<file path="src/rtl/multicycle_control.sv">
// Multicycle RV32I control FSM: sequences fetch/decode/execute/memory/writeback
// strobes for the datapath, with optional memory wait-state timeout and sticky
// illegal-instruction / bus-error flags.
module multicycle_control #(
    parameter int unsigned MEM_TIMEOUT = 0
) (
    input  logic        clk,
    input  logic        reset,
    input  logic [31:0] instr,
    input  logic        mem_ready,
    input  logic        alu_zero,
    input  logic        alu_lt,
    input  logic        alu_ltu,
    output logic        pc_write,
    output logic        ir_write,
    output logic        adr_src,
    output logic        mem_read,
    output logic        mem_write,
    output logic        reg_write,
    output logic [1:0]  result_src,
    output logic [1:0]  alu_src_a,
    output logic [1:0]  alu_src_b,
    output logic [3:0]  alu_control,
    output logic        illegal,
    output logic        bus_error,
    output logic [3:0]  state
);

    typedef enum logic [3:0] {
        S_FETCH    = 4'd0,
        S_DECODE   = 4'd1,
        S_MEMADR   = 4'd2,
        S_MEMREAD  = 4'd3,
        S_MEMWB    = 4'd4,
        S_MEMWRITE = 4'd5,
        S_EXECR    = 4'd6,
        S_EXECI    = 4'd7,
        S_ALUWB    = 4'd8,
        S_BRANCH   = 4'd9,
        S_JAL      = 4'd10,
        S_JALR     = 4'd11,
        S_LUI      = 4'd12,
        S_TRAP     = 4'd15
    } state_t;

    // Counter holds (waiting cycles - 1); the limit is hit on the last allowed cycle.
    localparam int unsigned   CW    = (MEM_TIMEOUT > 2) ? $clog2(MEM_TIMEOUT) : 1;
    localparam logic [CW-1:0] LIMIT = CW'((MEM_TIMEOUT > 0) ? MEM_TIMEOUT - 1 : 0);

    state_t        state_q;
    state_t        state_d;
    logic [CW-1:0] wait_cnt;
    logic          timeout_hit;
    logic          set_illegal;
    logic          set_bus_error;
    logic          taken;

    logic [6:0] opcode;
    logic [2:0] funct3;
    logic [6:0] funct7;
    logic [4:0] rd;
    logic       unused_instr_bits;

    assign opcode            = instr[6:0];
    assign rd                = instr[11:7];
    assign funct3            = instr[14:12];
    assign funct7            = instr[31:25];
    assign unused_instr_bits = ^instr[24:15];
    assign state             = state_q;

    // funct3 -> ALU op; alt selects sub (000) or sra (101)
    function automatic logic [3:0] alu_decode(input logic [2:0] f3, input logic alt);
        logic [3:0] op;
        op = 4'd0;
        case (f3)
            3'b000: op = alt ? 4'd1 : 4'd0;
            3'b001: op = 4'd2;
            3'b010: op = 4'd3;
            3'b011: op = 4'd4;
            3'b100: op = 4'd5;
            3'b101: op = alt ? 4'd7 : 4'd6;
            3'b110: op = 4'd8;
            3'b111: op = 4'd9;
        endcase
        return op;
    endfunction

    // State register
    always_ff @(posedge clk or posedge reset) begin
        if (reset) state_q <= S_FETCH;
        else       state_q <= state_d;
    end

    // Wait counter: clears on every state change, counts while a state is held
    always_ff @(posedge clk or posedge reset) begin
        if (reset)                  wait_cnt <= '0;
        else if (state_d != state_q) wait_cnt <= '0;
        else                        wait_cnt <= wait_cnt + 1'b1;
    end

    // Sticky error flags
    always_ff @(posedge clk or posedge reset) begin
        if (reset) begin
            illegal   <= 1'b0;
            bus_error <= 1'b0;
        end else begin
            if (set_illegal)   illegal   <= 1'b1;
            if (set_bus_error) bus_error <= 1'b1;
        end
    end

    // Next-state and control strobe decode
    always_comb begin
        pc_write    = 1'b0;
        ir_write    = 1'b0;
        adr_src     = 1'b0;
        mem_read    = 1'b0;
        mem_write   = 1'b0;
        reg_write   = 1'b0;
        result_src  = 2'b00;
        alu_src_a   = 2'b00;
        alu_src_b   = 2'b00;
        alu_control = 4'd0;
        taken       = 1'b0;
        state_d     = state_q;

        timeout_hit = (MEM_TIMEOUT != 0) && !mem_ready && (wait_cnt == LIMIT) &&
                      (state_q == S_FETCH || state_q == S_MEMREAD || state_q == S_MEMWRITE);

        if (timeout_hit) begin
            state_d = S_TRAP;
        end else begin
            case (state_q)
                S_FETCH: begin
                    mem_read   = 1'b1;
                    alu_src_b  = 2'b10;
                    result_src = 2'b10;
                    if (mem_ready) begin
                        ir_write = 1'b1;
                        pc_write = 1'b1;
                        state_d  = S_DECODE;
                    end
                end
                S_DECODE: begin
                    alu_src_a = 2'b01;
                    alu_src_b = 2'b01;
                    case (opcode)
                        7'b0000011, 7'b0100011: state_d = S_MEMADR;
                        7'b0110011: state_d = (funct7 == 7'b0000000 || funct7 == 7'b0100000)
                                              ? S_EXECR : S_TRAP;
                        7'b0010011: state_d = S_EXECI;
                        7'b1100011: state_d = S_BRANCH;
                        7'b1101111: state_d = S_JAL;
                        7'b1100111: state_d = S_JALR;
                        7'b0110111: state_d = S_LUI;
                        7'b0010111: state_d = S_ALUWB;
                        default:    state_d = S_TRAP;
                    endcase
                end
                S_MEMADR: begin
                    alu_src_a = 2'b10;
                    alu_src_b = 2'b01;
                    state_d   = (opcode == 7'b0000011) ? S_MEMREAD : S_MEMWRITE;
                end
                S_MEMREAD: begin
                    adr_src  = 1'b1;
                    mem_read = 1'b1;
                    if (mem_ready) state_d = S_MEMWB;
                end
                S_MEMWB: begin
                    result_src = 2'b01;
                    reg_write  = 1'b1;
                    state_d    = S_FETCH;
                end
                S_MEMWRITE: begin
                    adr_src   = 1'b1;
                    mem_write = 1'b1;
                    if (mem_ready) state_d = S_FETCH;
                end
                S_EXECR: begin
                    alu_src_a   = 2'b10;
                    alu_control = alu_decode(funct3, funct7[5]);
                    state_d     = S_ALUWB;
                end
                S_EXECI: begin
                    alu_src_a   = 2'b10;
                    alu_src_b   = 2'b01;
                    alu_control = alu_decode(funct3, (funct3 == 3'b101) && funct7[5]);
                    state_d     = S_ALUWB;
                end
                S_ALUWB: begin
                    reg_write = 1'b1;
                    state_d   = S_FETCH;
                end
                S_BRANCH: begin
                    alu_src_a   = 2'b10;
                    alu_control = 4'd1;
                    state_d     = S_FETCH;
                    case (funct3)
                        3'b000:  taken = alu_zero;
                        3'b001:  taken = !alu_zero;
                        3'b100:  taken = alu_lt;
                        3'b101:  taken = !alu_lt;
                        3'b110:  taken = alu_ltu;
                        3'b111:  taken = !alu_ltu;
                        default: state_d = S_TRAP;
                    endcase
                    pc_write = taken;
                end
                S_JAL: begin
                    pc_write  = 1'b1;
                    alu_src_a = 2'b01;
                    alu_src_b = 2'b10;
                    state_d   = S_ALUWB;
                end
                S_JALR: begin
                    alu_src_a = 2'b10;
                    alu_src_b = 2'b01;
                    state_d   = S_JAL;
                end
                S_LUI: begin
                    alu_src_a = 2'b11;
                    alu_src_b = 2'b01;
                    state_d   = S_ALUWB;
                end
                S_TRAP:  state_d = S_TRAP;
                default: state_d = S_TRAP;
            endcase
        end

        if (rd == 5'd0) reg_write = 1'b0;

        set_bus_error = timeout_hit;
        set_illegal   = (state_d == S_TRAP) && (state_q != S_TRAP) && !timeout_hit;
    end

endmodule

</file>
<file path="config.mk">
export PLATFORM = sky130hd
export DESIGN_NAME = multicycle_control
export DESIGN_NICKNAME = d
export VERILOG_FILES = /design/src/rtl/multicycle_control.sv
export SDC_FILE = /design/constraint.sdc
export NUM_CORES = 1
export LEC_CHECK = 0
export ABC_CLOCK_PERIOD_IN_PS = 2700
export CAP_MARGIN = 30
export CORE_UTILIZATION = 38
export DETAILED_ROUTE_END_ITERATION = 12
export PLACE_DENSITY = 0.91
export SLEW_MARGIN = 10
export SYNTH_ARGS = -nofsm -noshare
export SYNTH_HDL_FRONTEND = slang
export SYNTH_SLANG_ARGS = --single-unit
export TNS_END_PERCENT = 20
</file>
<file path="constraint.sdc">
create_clock -name clk -period 2.7 [get_ports clk]
set_input_delay 0.405 -clock clk [delete_from_list [all_inputs] [get_ports clk]]
set_output_delay 0.405 -clock clk [all_outputs]
set_load 0.05 [all_outputs]
</file>
==> summary.txt, run 1 <==
Placement
  – Port buffer count: 48
  – RD Place Congestion: between 0.9 and 1
  – DPL Wire Length: 2166 um
  – Dpl ws: approximately 0.25 ns

Cells and area
  – NumNets Final: between 200 and 250
  – Ant diodes: 0
  – Area Growth Syn to Fin: 55.24%
  – Share of layout cells above drive strength 1: 0.1932
  – Commonest non-fill, non-tap cell in the layout: clkdlybuf4s50_1
  – Filler cells: approximately 190
  – Commonest cells after routing, fill and taps aside: clkdlybuf4s50_1 (37), nor2_1 (15), buf_4 (14), nand2_1 (12), o21ai_0 (9)
  – Final Core Density: 0.6410

Yosys
  – Top_reg_cell synth: dfrtp_1
  – Synthesized net count: about 170
  – Fraction of registers with async set/reset: 1.000
  – Area fraction in compound gates after synthesis: 0.2796
  – Post-synthesis xor/xnor area fraction: 0.01882
  – #FFs+latches synth: 5
  – Largest family of logic cells by synthesized area: simple AND/OR/NAND/NOR gates
  – Synth top area share: 0.1344
  – Syn Area/Cell: approximately 7.3 um2
  – Synth Cell Area: a little over 900 um2
  – Distinct cell type count after synthesis: between 40 and 50
  – Cells after Synth: around 130
  – Simple-gate share of the synthesized area: 0.3804
  – Post-synthesis sequential area ratio: 0.1344
  – Fraction of the mapped netlist area in adder cells: 0
  – Post-synth EDFFs: 0
  – Post-synthesis mux area share: 0.06452
  – Cell taking the most area after synthesis: dfrtp_1
  – Top cells by area, synth: dfrtp_1 (13%), mux2i_1 (6.5%), nor2_1 (6.0%), o21ai_0 (4.8%), nand2_1 (4.8%)
  – Syn. warnings: 0

Timing
  – Final hold slack: ~0.34 ns
  – Worst setup margin: 0.1830 ns
  – Max transition margin: 0.6349
  – Fin. Hold Viols: 0
  – Fmax: between 0.3 and 0.4 GHz
  – Clk_skew: just under 0.005 ns
  – Final setup fails: 0
  – Worst-Margin Slew: 0.5460 ns
  – Final min period: around 2.5 ns
  – Final worst-path cycle share: 0.9322
  – Fin. max-slew vios: 0
  – RSZ-0062 raised after global routing: false

Clocking
  – Inserted Clock Buffers: 3
  – Post-CTS Resized: 0
  – Post-CTS Setup Inserts: 0
  – Cts hold-fix bufs: 0
  – CTS sink count: 5
  – CTS tree: built
  – Clock Tree Root: clkbuf_4
  – CTS max path bufs: 2
  – Clk Latency, worst-skew pair: ~0.25 ns
  – H-tree levels: 1
  – Clk slew on worst S/H paths: 0.05 ns

Detailed routing
  – Via/cell ratio: between 5 and 6
  – Via Count: between 1000 and 1500
  – Top Metal Used: met4
  – Residual DRC: 0
  – Final WL: between 2000 and 3000 um
  – Met3 Routed Length: ~170 um
  – Met1 wire length: 1027 um
  – Wire length on met2: between 1000 and 1500 um
  – Avg WL per Cell: approximately 13 um
  – Initial drt markers: 23
  – Pre-Repair DR Iteration Count: 4
  – Detail Route Antenna Nets: 0

Critical path
  – Critical path endpoint category: primary output
  – Worst r2r src: state[3]
  – Crit path DAT: 2.11 ns
  – CP required: between 2 and 2.5 ns
  – R2R Setup Slk: approximately 0.71 ns
  – Largest stage delay, worst path: ~0.86 ns
  – Crit-path max FO: 15
  – Worst setup path start: state[2]
  – Cells along the critical path: nand2b_1 -> nor2_1 -> clkdlybuf4s50_1
  – Worst setup SP type: flip-flop
  – CP max-delay cell: clkdlybuf4s50_1
  – WS Path Type: flip-flop to primary output

Power and ir drop
  – Comb power frac: 0.357
  – Switching share of power: 0.2838
  – Psw: 73.78 uW
  – Max rail drop VDD: 0.0002684 V
  – Power density over the cells: between 150 and 200 nW/um2
  – Sequential share of power: 0.297
  – Lkg Pwr: about 0.00056 uW
  – Cell Int Power: between 150 and 200 uW
  – Clock share of power: 0.347

Floorplanning
  – Rows: 17
  – Initial Util: 0.4129
  – Core Area: around 2300 um2
  – IO Pins: 60
  – DIE AREA: 2652 um2
  – Die Ht: roughly 50 um
  – Die width: 51.50 um

GRT
  – Vias in the first global route: between 1000 and 1500
  – Initial antenna violation count: 0
  – First-pass GRT wire length: roughly 4500 um
  – Largest net degree at the start of global routing: 17
  – Grt total ovfl: 0
  – GRT Total Usage: 0.2193

Run
  – # Max-Cap Violations: 0

Min path
  – Worst hold path class: input pin to async pin

Outcome
  – Status: finished, final reports clean
==> synth_stat cells, types with 2 or more instances <==
| library cell | n |
|---|---|
| nor2_1 | 15 |
| nand2_1 | 12 |
| o21ai_0 | 9 |
| a21oi_1 | 8 |
| mux2i_1 | 6 |
| dfrtp_1 | 5 |
| inv_1 | 5 |
| nand2b_1 | 5 |
| nor3_1 | 5 |
| nand3_1 | 4 |
| buf_2 | 3 |
| buf_6 | 3 |
| nor4_1 | 3 |
| o22ai_1 | 3 |
| a311oi_1 | 2 |
| a41o_1 | 2 |
| clkbuf_8 | 2 |
| nor2b_1 | 2 |
| o211ai_1 | 2 |
| or4_4 | 2 |
| xnor2_1 | 2 |
==> per-stage QoR <==
step           instances  setup TNS, ns  power (uW)  instance area (um2)
2_1_floorplan        128        -0.2465       118.0                935.9
3_3_place_gp         200              0       167.4                 1419
3_5_place_dp         200              0       170.5                 1419
4_1_cts              204              0       261.4                 1445
5_1_grt              204              0       272.9                 1445
6_report             204              0       260.0                 1445
==> power by group through the flow <==
stage | logic, uW | clock network (uW) | registers [uW]
global placement | 89.2 | 0 | 78.2
floorplan | 35.4 | 0 | 82.6
global route | 101 | 95.1 | 77.3
CTS | 92.6 | 91.7 | 77.0
finish | 92.7 | 90.2 | 77.1
detailed placement | 92.2 | 0 | 78.3
==> flip-flops by register name, summed over array words and instances, names as in the netlist <==
signal	flops
state	4
illegal	1
==> path summary, 6_finish.rpt <==
path | endpoint | depth (start not counted)
worst max-delay path | result_src[0] | 3
worst min-delay path | state[1] | 2
worst max register to register | illegal | 6
worst min register to register | illegal | 1
max in group asynchronous | state[0] | 2
min in group clk | illegal | 1
==> per-layer routing <==
metal	up-vias	global-route usage
met5	-	0
met4	0	0.1216
met3	6	0.03216
met2	54	0.4134
met1	509	0.2286
li1	566	-
==> logic make-up after synthesis <==
kind of cell / Yosys count
XOR/XNOR: 2
buffers and inverters: 16
flip-flops: 5
multiplexers: 6
AO/OA/AOI/OAI: 36
other: 1
AND/OR/NAND/NOR: 62
==> area by class of cell <==
class | instances | area [um2] | area share
multi-input cells | 107 | 700.7 | 0.4848
repair buffers | 54 | 535.5 | 0.3706
flip-flops and latches | 5 | 125.1 | 0.08658
well taps | 28 | 35.03 | 0.02424
clock buffers | 4 | 26.28 | 0.01818
inverters | 6 | 22.52 | 0.01558
==> critical path: cells and delay by family (launching register included) <==
family,cells,cell delay [ns]
buf+inv,1,0.86
flops,1,0.62
simple gates,2,0.38
(Power assumes the default switching activity.)
==> run 2, diff against run 1 <==
--- a/config.mk
+++ b/config.mk
@@ -7,6 +7,7 @@
 export LEC_CHECK = 0
 export ABC_CLOCK_PERIOD_IN_PS = 2700
 export CAP_MARGIN = 30
+export CORE_MARGIN = 3
 export CORE_UTILIZATION = 38
 export DETAILED_ROUTE_END_ITERATION = 12
 export PLACE_DENSITY = 0.91
==> run 2 against run 1 <==
Compared with the run above:
- via count decreased by 3.0%
- wire length grew 5.4%
- fmax is 2.9% higher
- critical path depth rose by 2
- combinational power fell by 0.4%
- highest routed layer unchanged
- non-clock buffer count stayed put
- clock power grew 1%
- hold slack worse by 0.0037 ns
- critical endpoint is now alu_src_b[0]
- register-to-register slack improved by 0.06 ns
- first-iteration DRC count down 26%
- clock-buffer cell count did not move
==> summary.txt, run 2 (same netlist as run 1, synthesis figures left out) <==
Outcome
  – Status: finished, final reports clean

Cells and area
  – Commonest non-fill, non-tap cell in the layout: clkdlybuf4s50_1
  – Share of layout cells above drive strength 1: 0.1932
  – NumNets Final: about 220
  – Max reg flops: 4
  – Commonest cells after routing, fill and taps aside: clkdlybuf4s50_1 (37), nor2_1 (15), buf_4 (14), nand2_1 (12), o21ai_0 (9)
  – Ant diodes: 0
  – Filler cells: about 180
  – Area Growth Syn to Fin: 55.24%

Clocking
  – Inserted Clock Buffers: 3
  – Post-CTS Resized: 0
  – Post-CTS Setup Inserts: 0
  – H-tree levels: 1
  – Clk Latency, worst-skew pair: between 0.2 and 0.3 ns
  – CTS max path bufs: 2
  – CTS sink count: 5
  – Cts hold-fix bufs: 0
  – Clock Tree Root: clkbuf_4
  – CTS tree: built
  – Clk slew on worst S/H paths: 0.05 ns

Timing
  – Final hold slack: 0.3377 ns
  – Final min period: around 2.4 ns
  – Worst-Margin Slew: 0.5355 ns
  – Final worst-path cycle share: 0.9064
  – RSZ-0062 raised after global routing: false
  – Fin. max-slew vios: 0
  – Fin. Hold Viols: 0
  – Fmax: a little over 0.4 GHz
  – Worst setup margin: 0.2528 ns
  – Final setup fails: 0
  – Max transition margin: 0.6417
  – Clk_skew: about 0.0061 ns

GRT
  – GRT Total Usage: 0.1795
  – Largest net degree at the start of global routing: 17
  – Vias in the first global route: between 1000 and 1500
  – First-pass GRT wire length: around 4700 um
  – Grt total ovfl: 0
  – Initial antenna violation count: 0

Detailed routing
  – Pre-Repair DR Iteration Count: 4
  – Detail Route Antenna Nets: 0
  – Initial drt markers: 17
  – Via/cell ratio: ~5.4
  – Residual DRC: 0
  – Final WL: between 2000 and 3000 um
  – Avg WL per Cell: roughly 14 um
  – Via Count: approximately 1100

Critical path
  – WS Path Type: flip-flop to primary output
  – Worst setup SP type: flip-flop
  – Crit-path max FO: 14
  – Crit path DAT: about 2 ns
  – Largest stage delay, worst path: 0.46 ns
  – CP required: around 2.3 ns
  – Cells along the critical path: buf_4 -> nor2_1 -> a21oi_1 -> o21ai_0 -> buf_12
  – Critical path endpoint category: primary output
  – CP max-delay cell: dfrtp_1

Run
  – # Max-Cap Violations: 0

Power and ir drop
  – Power density over the cells: ~180 nW/um2
  – Max rail drop VDD: around 0.00023 V
  – Lkg Pwr: 0.0005634 uW

Min path
  – Worst hold path class: input pin to async pin

Placement
  – RD Place Congestion: approximately 0.84
  – Port buffer count: 48
  – Dpl ws: approximately 0.26 ns
  – DPL Wire Length: 2278 um

Floorplanning
  – IO Pins: 60
  – Rows: 17
  – Core Area: between 2000 and 2500 um2
  – Die Ht: around 55 um
  – Initial Util: 0.4090
  – Die width: ~55 um
  – DIE AREA: 3080 um2
run 2: area by class of cell:
| type | count | area, um2 | area share |
|---|---|---|---|
| sequential | 5 | 125.1 | 0.08658 |
| inverter | 6 | 22.52 | 0.01558 |
| clock buffer | 4 | 26.28 | 0.01818 |
| multi-input combinational | 107 | 700.7 | 0.4848 |
| timing repair buffer | 54 | 535.5 | 0.3706 |
| tap | 28 | 35.03 | 0.02424 |
run 2: path summary, 6_finish.rpt:
check / start / to / slack (ns) / depth (start not counted)
worst max register to register: state[3] / illegal / 0.77 / 6
min in group clk: illegal / illegal / 0.50 / 1
worst max-delay path: state[3] / alu_src_b[0] / 0.25 / 5
worst min-delay path: reset / illegal / 0.34 / 2
worst min register to register: illegal / illegal / 0.50 / 1
max in group asynchronous: reset / state[2] / 2.20 / 2
run 2: stage by stage:
| stage | std cells | util | power, uW | TNS, ns | area [um2] |
|---|---|---|---|---|---|
| floorplan | 128 | - | 118.0 | -0.2465 | 935.9 |
| global placement | 200 | 0.6234 | 167.4 | 0 | 1419 |
| detailed placement | 200 | 0.6234 | 170.4 | 0 | 1419 |
| CTS | 204 | 0.6350 | 258.4 | 0 | 1445 |
| global route | 204 | 0.6350 | 267.7 | 0 | 1445 |
| finish | 204 | 0.6350 | 260.7 | 0 | 1445 |
run 2: worst max-delay path, delay by kind of cell (launching register included):
family	cells	cell delay [ns]
AOI/OAI and AO/OA	2	0.50
buffers and inverters	2	0.41
and+or+nand+nor	1	0.43
DFF	1	0.46
run 2: report_power, final:
part	switching [uW]	total [uW]	leakage (uW)	internal [uW]
sequential	0.940	77.3	0.0000465	76.4
combinational	38.6	92.3	0.000502	53.7
clock	34.9	91.1	0.0000150	56.2
run 2: routing by layer:
metal / vias to the layer above / GRT usage / part of all wire
met5: - / 0 / 0
met4: 0 / 0.08333 / 0.024
met3: 9 / 0.02103 / 0.051
met2: 36 / 0.3598 / 0.53
met1: 495 / 0.1780 / 0.40
li1: 561 / - / -
